### config.mk
export PLATFORM = sky130hd
export DESIGN_NAME = ahb_bm_dma_phy_addr_decoder_flat
export DESIGN_NICKNAME = d
export VERILOG_FILES = /design/src/rtl/ahb_bm_dma_phy_addr_decoder_if.sv /design/src/rtl/ahb_bm_dma_phy_addr_decoder.sv /design/src/flat_wrapper.sv
export SDC_FILE = /design/constraint.sdc
export NUM_CORES = 1
export LEC_CHECK = 0
export ABC_CLOCK_PERIOD_IN_PS = 1900
export BUFFER_PORTS_ARGS = -buffer_cell sky130_fd_sc_hd__buf_2
export CORE_AREA = 2 2 88 90
export DETAILED_ROUTE_END_ITERATION = 12
export DIE_AREA = 0 0 90 92
export SLEW_MARGIN = 30
export SYNTH_ARGS = -nofsm -noshare
export SYNTH_HDL_FRONTEND = slang
export SYNTH_SLANG_ARGS = --single-unit
### constraint.sdc
create_clock -name HCLK -period 1.9 [get_ports HCLK]
set_input_delay 0.19 -clock HCLK [delete_from_list [all_inputs] [get_ports HCLK]]
set_output_delay 0.19 -clock HCLK [all_outputs]
set_load 0.005 [all_outputs]
### src/rtl/ahb_bm_dma_phy_addr_decoder_if.sv
// Bus-side signals of one bus-matrix master port: the master's address
// phase, the per-region slave responses, and the muxed response back.
interface ahb_bm_dma_phy_addr_decoder_if;
    logic [31:0]  HADDR;
    logic [1:0]   HTRANS;
    logic         HREADY;
    logic [3:0]   HSEL_S;
    logic         HSEL_DEF;
    logic [3:0]   HREADYOUT_S;
    logic [7:0]   HRESP_S;
    logic [127:0] HRDATA_S;
    logic         HREADYOUT_D;
    logic [1:0]   HRESP_D;
    logic         HREADY_M;
    logic [1:0]   HRESP_M;
    logic [31:0]  HRDATA_M;

    // Environment side: drives address phase and slave responses.
    modport master (
        output HADDR, HTRANS, HREADY,
        output HREADYOUT_S, HRESP_S, HRDATA_S, HREADYOUT_D, HRESP_D,
        input  HSEL_S, HSEL_DEF, HREADY_M, HRESP_M, HRDATA_M
    );

    // Decoder side.
    modport slave (
        input  HADDR, HTRANS, HREADY,
        input  HREADYOUT_S, HRESP_S, HRDATA_S, HREADYOUT_D, HRESP_D,
        output HSEL_S, HSEL_DEF, HREADY_M, HRESP_M, HRDATA_M
    );
endinterface

### src/rtl/ahb_bm_dma_phy_addr_decoder.sv
// Address decoder + response mux for one DMA/PHY bus-matrix master port.
// Four mask/base regions (lowest index wins on overlap) plus a default
// slave; a saturating counter tracks transfers that hit the default slave.
module ahb_bm_dma_phy_addr_decoder #(
    parameter logic [31:0] BASE0 = 32'h0000_0000,
    parameter logic [31:0] BASE1 = 32'h2000_0000,
    parameter logic [31:0] BASE2 = 32'h4000_0000,
    parameter logic [31:0] BASE3 = 32'h5000_0000,
    parameter logic [31:0] MASK0 = 32'hE000_0000,
    parameter logic [31:0] MASK1 = 32'hE000_0000,
    parameter logic [31:0] MASK2 = 32'hF000_0000,
    parameter logic [31:0] MASK3 = 32'hF000_0000
) (
    input  logic                            HCLK,
    input  logic                            HRESET,
    ahb_bm_dma_phy_addr_decoder_if.slave    bus,
    input  logic                            dec_err_clr,
    output logic [7:0]                      dec_err_cnt
);
    localparam int          NUM_REG = 4;
    localparam logic [2:0]  SEL_DEF = 3'd4;

    logic [NUM_REG-1:0][31:0] base_v;
    logic [NUM_REG-1:0][31:0] mask_v;
    logic [NUM_REG-1:0]       hit;
    logic [2:0]               dec_idx;
    logic [2:0]               sel_q;
    logic                     err_inc;

    assign base_v = {BASE3, BASE2, BASE1, BASE0};
    assign mask_v = {MASK3, MASK2, MASK1, MASK0};

    genvar n;
    generate
        for (n = 0; n < NUM_REG; n++) begin : g_hit
            assign hit[n] = (bus.HADDR & mask_v[n]) == base_v[n];
        end
    endgenerate

    // Priority encode the hits; scanning downward leaves the lowest index.
    always_comb begin
        dec_idx = SEL_DEF;
        for (int i = NUM_REG - 1; i >= 0; i--)
            if (hit[i]) dec_idx = 3'(i);
    end

    // One-hot address-phase selects; HTRANS qualification is the slave's job.
    always_comb begin
        bus.HSEL_S   = '0;
        bus.HSEL_DEF = 1'b0;
        if (dec_idx[2]) bus.HSEL_DEF = 1'b1;
        else            bus.HSEL_S[dec_idx[1:0]] = 1'b1;
    end

    // Data-phase select: advances only when the previous data phase ends,
    // so wait states and the first ERROR cycle freeze routing.
    always_ff @(posedge HCLK) begin
        if (HRESET)          sel_q <= SEL_DEF;
        else if (bus.HREADY) sel_q <= dec_idx;
    end

    // Response mux; unreachable codes 5-7 fall back to the default slave.
    always_comb begin
        if (sel_q[2]) begin
            bus.HREADY_M = bus.HREADYOUT_D;
            bus.HRESP_M  = bus.HRESP_D;
            bus.HRDATA_M = 32'h0;
        end else begin
            bus.HREADY_M = bus.HREADYOUT_S[sel_q[1:0]];
            bus.HRESP_M  = bus.HRESP_S[{sel_q[1:0], 1'b0} +: 2];
            bus.HRDATA_M = bus.HRDATA_S[{sel_q[1:0], 5'b0} +: 32];
        end
    end

    assign err_inc = bus.HREADY & bus.HTRANS[1] & bus.HSEL_DEF;

    // Decode-error counter: clear beats increment, saturates at 0xFF.
    always_ff @(posedge HCLK) begin
        if (HRESET)                          dec_err_cnt <= 8'h00;
        else if (dec_err_clr)                dec_err_cnt <= 8'h00;
        else if (err_inc && dec_err_cnt != 8'hFF) dec_err_cnt <= dec_err_cnt + 8'h01;
    end
endmodule
### src/flat_wrapper.sv
// flat-port wrapper written by rule: the top's interface ports become plain ports
module ahb_bm_dma_phy_addr_decoder_flat 
#(
    parameter logic [31:0] BASE0 = 32'h0000_0000,
    parameter logic [31:0] BASE1 = 32'h2000_0000,
    parameter logic [31:0] BASE2 = 32'h4000_0000,
    parameter logic [31:0] BASE3 = 32'h5000_0000,
    parameter logic [31:0] MASK0 = 32'hE000_0000,
    parameter logic [31:0] MASK1 = 32'hE000_0000,
    parameter logic [31:0] MASK2 = 32'hF000_0000,
    parameter logic [31:0] MASK3 = 32'hF000_0000
)
  (HCLK, HRESET, dec_err_clr, dec_err_cnt, bus_HADDR, bus_HTRANS, bus_HREADY, bus_HREADYOUT_S, bus_HRESP_S, bus_HRDATA_S, bus_HREADYOUT_D, bus_HRESP_D, bus_HSEL_S, bus_HSEL_DEF, bus_HREADY_M, bus_HRESP_M, bus_HRDATA_M);
  ahb_bm_dma_phy_addr_decoder_if bus_i ();
  input  logic HCLK;
  input  logic HRESET;
  input  logic dec_err_clr;
  output logic [7:0] dec_err_cnt;
  input wire logic [$bits(bus_i.HADDR)-1:0] bus_HADDR;
  input wire logic [$bits(bus_i.HTRANS)-1:0] bus_HTRANS;
  input wire logic [$bits(bus_i.HREADY)-1:0] bus_HREADY;
  input wire logic [$bits(bus_i.HREADYOUT_S)-1:0] bus_HREADYOUT_S;
  input wire logic [$bits(bus_i.HRESP_S)-1:0] bus_HRESP_S;
  input wire logic [$bits(bus_i.HRDATA_S)-1:0] bus_HRDATA_S;
  input wire logic [$bits(bus_i.HREADYOUT_D)-1:0] bus_HREADYOUT_D;
  input wire logic [$bits(bus_i.HRESP_D)-1:0] bus_HRESP_D;
  output wire logic [$bits(bus_i.HSEL_S)-1:0] bus_HSEL_S;
  output wire logic [$bits(bus_i.HSEL_DEF)-1:0] bus_HSEL_DEF;
  output wire logic [$bits(bus_i.HREADY_M)-1:0] bus_HREADY_M;
  output wire logic [$bits(bus_i.HRESP_M)-1:0] bus_HRESP_M;
  output wire logic [$bits(bus_i.HRDATA_M)-1:0] bus_HRDATA_M;
  assign bus_i.HADDR = bus_HADDR;
  assign bus_i.HTRANS = bus_HTRANS;
  assign bus_i.HREADY = bus_HREADY;
  assign bus_i.HREADYOUT_S = bus_HREADYOUT_S;
  assign bus_i.HRESP_S = bus_HRESP_S;
  assign bus_i.HRDATA_S = bus_HRDATA_S;
  assign bus_i.HREADYOUT_D = bus_HREADYOUT_D;
  assign bus_i.HRESP_D = bus_HRESP_D;
  assign bus_HSEL_S = bus_i.HSEL_S;
  assign bus_HSEL_DEF = bus_i.HSEL_DEF;
  assign bus_HREADY_M = bus_i.HREADY_M;
  assign bus_HRESP_M = bus_i.HRESP_M;
  assign bus_HRDATA_M = bus_i.HRDATA_M;
  ahb_bm_dma_phy_addr_decoder #(.BASE0(BASE0), .BASE1(BASE1), .BASE2(BASE2), .BASE3(BASE3), .MASK0(MASK0), .MASK1(MASK1), .MASK2(MASK2), .MASK3(MASK3)) u_core (.HCLK(HCLK), .HRESET(HRESET), .bus(bus_i), .dec_err_clr(dec_err_clr), .dec_err_cnt(dec_err_cnt));
endmodule
## Yosys cells after proc, flatten, opt, wreduce, memory -nomap -nowiden

Index checks and enable logic that the tools add are counted.

- Bits in registers: 11
- Input bits: 181

- Bitwise operators: 2
- Reduce and logical (&&, ||, !) cells: 4
- Add/sub/neg operators: 1
- Eq/ne operators: 4
- $lt $le $gt $ge: 3
- Mux-type cells: 13
- Shifts and indexed selects: 2

Operator list:

| operator | number |
|---|---|
| $shiftx A128 B8 Y32 | 1 |
| $logic_not A32 Y1 | 1 |
| $mux W32 | 1 |
| $mux W3 | 4 |
| $add A8 B1 Y8 const B | 1 |
| $eq A4 B3 Y1 const B | 2 |
| $ne A8 B8 Y1 const B | 1 |
| $shiftx A8 B4 Y2 | 1 |
| $lt A2 B3 Y1 const B | 2 |
| $mux W1 | 4 |
| $mux W4 | 1 |
| $eq A3 B1 Y1 const B | 1 |
| $and A1 B1 Y1 | 2 |
| $bmux W1 S2 | 1 |
| $demux W1 S2 | 1 |
| $ge A2 B1 Y1 const B | 1 |
| $logic_and A1 B1 Y1 | 2 |
| $mux W2 | 1 |
| $reduce_or A2 Y1 | 1 |

## Logic depth before layout (Yosys ltp)

- Depth in word-level cells: 10
- Depth in mapped cells: 5
- Depth with buffers taken out: 5

## Worst setup path after synthesis

Ideal clock, no wire load.

- Path kind: reg-to-output
- Start: reg u_core.sel_q[0]
- End: out bus_HRDATA_M[10]
- Stages on the path, launching flop included: 5
- Buffers on the path: 2
- Arrival: 1.265 ns
- Slack: 0.445 ns
- Cell sequence: dfxtp_1 -> buf_6 -> buf_6 -> mux4_2 -> nor2b_1

- Cells in the longest elaborated chain, start to end: 2

Ends and longest elaborated chain:

| element | line | RTL |
|---|---|---|
| start, declared | ahb_bm_dma_phy_addr_decoder.sv:27 | `logic [2:0] sel_q;` |
| start signal, assigned | ahb_bm_dma_phy_addr_decoder.sv:59 | `else if (bus.HREADY) sel_q <= dec_idx;` |
| $shiftx A128 B8 Y32 | ahb_bm_dma_phy_addr_decoder.sv:71 | `bus.HRDATA_M = bus.HRDATA_S[{sel_q[1:0], 5'b0} +: 32];` |
| $mux W32 | ahb_bm_dma_phy_addr_decoder.sv:64 | `if (sel_q[2]) begin` |
| end, declared | flat_wrapper.sv:31 | `output wire logic [$bits(bus_i.HRDATA_M)-1:0] bus_HRDATA_M;` |

No other way between the ends.

## Worst setup path in the final report

- Start: reg u_core.sel_q[0]
- End: out bus_HRESP_M[1]

- Cells in the longest elaborated chain, start to end: 2

Ends and longest elaborated chain:

| element | line | RTL |
|---|---|---|
| $shiftx A8 B4 Y2 | ahb_bm_dma_phy_addr_decoder.sv:70 | `bus.HRESP_M = bus.HRESP_S[{sel_q[1:0], 1'b0} +: 2];` |
| $mux W2 | ahb_bm_dma_phy_addr_decoder.sv:64 |  |
| end, declared | flat_wrapper.sv:30 | `output wire logic [$bits(bus_i.HRESP_M)-1:0] bus_HRESP_M;` |

No other way between the ends.

==> out/metrics.csv <==
stage,metric,value,unit
clock_tree,clk sinks,11,
place,# placed instances,440,
hold_path,Worst Hold Endpoint,u_core.sel_q[0]$_SDFFE_PP0P_,
sta,fmax,535.3,MHz
critical_path,CP Launch Type,register,
clock_tree,CTS tree,yes,
critical_path,R2R depth,5,
final_layout,Multi-input gate area,1396,sq um
clock_tree,Root Buffer Master,clkbuf_8,
die,core area,7447,sq um
grt,initial antenna violation count,1,
hold_path,hold_sp,HRESET,
clock_tree,worst skew pair latency,0.23,ns
yosys,leading area contributor after synthesis,mux4_2,
grt,vias in the first global route,2026,
final_layout,post-route insts no fill,450,
detailed_routing,DRT Pass-1 Iters,4,
clock_tree,H-tree depth,1,
yosys,Netlist cell types,35,
sta,worst rel slew slack,75.19,%
power_and_ir_drop,PD cells,304.5,nW/um^2
yosys,syn_area_per_cell,11.65,sq um
die,Die H,92,um
critical_path,WS Path Type,reg -> out,
yosys,Syn. warnings,0,
hold_path,Hold Path Class,in -> reg,
detailed_routing,DR DRC count,0,
critical_path,Worst Path Arrival,1.68,ns
clock_tree,Inserted Clock Buffers,3,
sta,Max Slew Vio Count,0,
final_layout,synthesis-to-layout area growth,73.36,%
place,PortBufs,199,
place,Detailed Place HPWL,5.738,mm
final_layout,share of cells above drive strength 1,75.57,%
yosys,Post-Syn Nets,328,
final_layout,FF/Latch Area,225.2,sq um
grt,total grt overflow,0,
sta,Final min period,1.868,ns
yosys,post-synthesis cell area,1700,sq um
grt,pin count of the biggest net entering global routing,24,
detailed_routing,wire per inst,15.12,um
critical_path,worst flop-to-flop path startpoint,u_core.dec_err_cnt[0]$_SDFFE_PP0P_,
final_layout,nets,531,
grt,M2 GR Usage,27.44,%
detailed_routing,number of DRC markers in iteration 0,26,
sta,Slew @ Worst Pin,0.3676,ns
detailed_routing,vias per inst,4.613,
detailed_routing,total number of vias,2076,
yosys,post-synthesis cell count,146,
critical_path,crit end category,primary output,
sta,clk_skew,0.0005332,ns
yosys,dominant cells by area after synthesis,"mux4_2 (46%), dfxtp_1 (13%), nor2b_1 (12%), buf_6 (2.6%), mux2_2 (2.0%)",
yosys,Post-synth EDFFs,0,
sta,RSZ-0062 raised after global routing,true,
clock_tree,CTS Buffer Depth,2,
sta,final setup violation count,0,
critical_path,Worst Path Required,1.71,ns
grt,Most Crowded Layer GR,met2,
final_layout,# diodes,0,
yosys,"FF+latch count, synth",11,
grt,grt met1 use,18.31,%
grt,Total GRT Usage,15.02,%
sta,Final Cycle Share,98.32,%
yosys,most numerous cell in the Yosys netlist,mux4_2,
power_and_ir_drop,Worst VDD drop,350.7,uV
sta,Hold WS,0.2083,ns
die,die width,90,um
power_and_ir_drop,static leakage,1.413,nW
die,initial core utilization,22.83,%
critical_path,r2r setup slk,0.29,ns
critical_path,Worst Path Max Fanout,10,
sta,final hold vios,0,
yosys,Synth Flop Type,dfxtp_1,
detailed_routing,Final ANT Viol Nets,0,
grt,first-pass GRT wire length,10.25,mm
yosys,most frequent cells after synthesis,"mux4_2 (35), nor2b_1 (33), dfxtp_1 (11)",
critical_path,Worst R2R End,u_core.dec_err_cnt[6]$_SDFFE_PP0P_,
final_layout,Filler Cells Inserted,766,
grt,met3 GRT Util,3.615,%
yosys,ys async rst share,0,%
clock_tree,CTS Hold Buffers Added,0,
clock_tree,clock-pin slew on the worst setup and hold paths,0.05,ns
detailed_routing,drt total wl,6.804,mm
die,IO Pins,229,
hold_path,WHS Path Cells,2,
status,status,finished clean,
job,max cap viols,0,
yosys,post-synthesis sequential area ratio,12.95,%
die,FP Rows,32,
yosys,share of the synthesized area in the top cell type,46.36,%
die,full die area,8280,sq um
power_and_ir_drop,total power,0.8975,mW
final_layout,Util after Layout,39.58,%
place,GPL Wtd Cong,0.7561,
==> worst max path at each step <==
stage	depth (start not counted)	slack (ns)	end	from
2_1_floorplan	4	0.45	bus_HRDATA_M[10]	u_core.sel_q[0]$_SDFFE_PP0P_
3_3_place_gp	4	0.24	bus_HRESP_M[1]	u_core.sel_q[0]$_SDFFE_PP0P_
3_5_place_dp	4	0.22	bus_HRESP_M[1]	u_core.sel_q[0]$_SDFFE_PP0P_
4_1_cts	4	0.01	bus_HRESP_M[0]	u_core.sel_q[0]$_SDFFE_PP0P_
5_1_grt	4	-0.02	bus_HRESP_M[0]	u_core.sel_q[0]$_SDFFE_PP0P_
6_report	4	0.03	bus_HRESP_M[1]	u_core.sel_q[0]$_SDFFE_PP0P_
==> placed cells by master (no fill, tap or decap), types with 2 or more instances in the layout <==
cell type    n
clkbuf_8     3
or3_1        4
a21oi_1      6
mux4_2      35
dfxtp_1      9
buf_4        7
nand3_1      3
o21ai_0      3
nor2_1       6
nor2b_1     33
mux2i_1      2
buf_12       4
nand2_1      5
nor3b_1      2
mux2_2       3
buf_2      199
==> flip-flops by register name, indices dropped and copies added, names as in the netlist <==
signal / flops
u_core.sel_q: 3
u_core.dec_err_cnt: 8
==> metrics by stage <==
| stage | TNS (ns) | worst slack, ns | instance area, sq um |
|---|---|---|---|
| 6_report | 0 | 0.03184 | 2948 |
| 5_1_grt | -0.1470 | -0.02442 | 2948 |
| 4_1_cts | 0 | 0.01093 | 2873 |
| 3_5_place_dp | 0 | 0.2227 | 2825 |
| 3_3_place_gp | 0 | 0.2404 | 2825 |
| 2_1_floorplan | 0 | 0.4451 | 1700 |
==> report_power, final <==
group / internal [mW] / leakage [nW] / switching [mW]
Combinational: 0.283 / 1.30 / 0.144
Sequential: 0.234 / 0.0903 / 0.00769
Clock: 0.147 / 0.0228 / 0.0821
Total: 0.664 / 1.41 / 0.234
==> timing repair <==
| action | CTS | global route |
|---|---|---|
| cloned | 0 | 1 |
| endpoints found under the setup margin | 3 | 5 |
| setup buffers | 0 | 5 |
| resized for setup | 1 | 0 |
==> critical path: stages (launching register included) <==
cell and delay [ns]:
dfxtp_4 0.41, buf_12 0.16, mux4_2 0.48, mux2_2 0.26
buf_2 0.12
==> layout make-up <==
class	count	area share [%]
clock buffer	4	1.528
multi-input combinational	122	47.37
sequential	11	7.640
tap	102	4.329
timing repair buffer	211	39.13
==> cell families after synthesis <==
family | count (synthesis) | synth area share, %
AND/OR/NAND/NOR | 62 | 22.30
multiplexers | 40 | 49.52
AO/OA/AOI/OAI | 17 | 8.536
buffers and inverters | 13 | 4.930
flip-flops | 11 | 12.95
XOR/XNOR | 2 | 1.030
adder cells (fa/ha/maj) | 1 | 0.7357
==> routing by layer <==
metal,part of all wire [%],vias up
met5,0.19,-
met4,0.79,2
met3,8.5,6
met2,52,102
met1,39,980
li1,-,986
No activity file was read; power rests on OpenSTA's default activity.
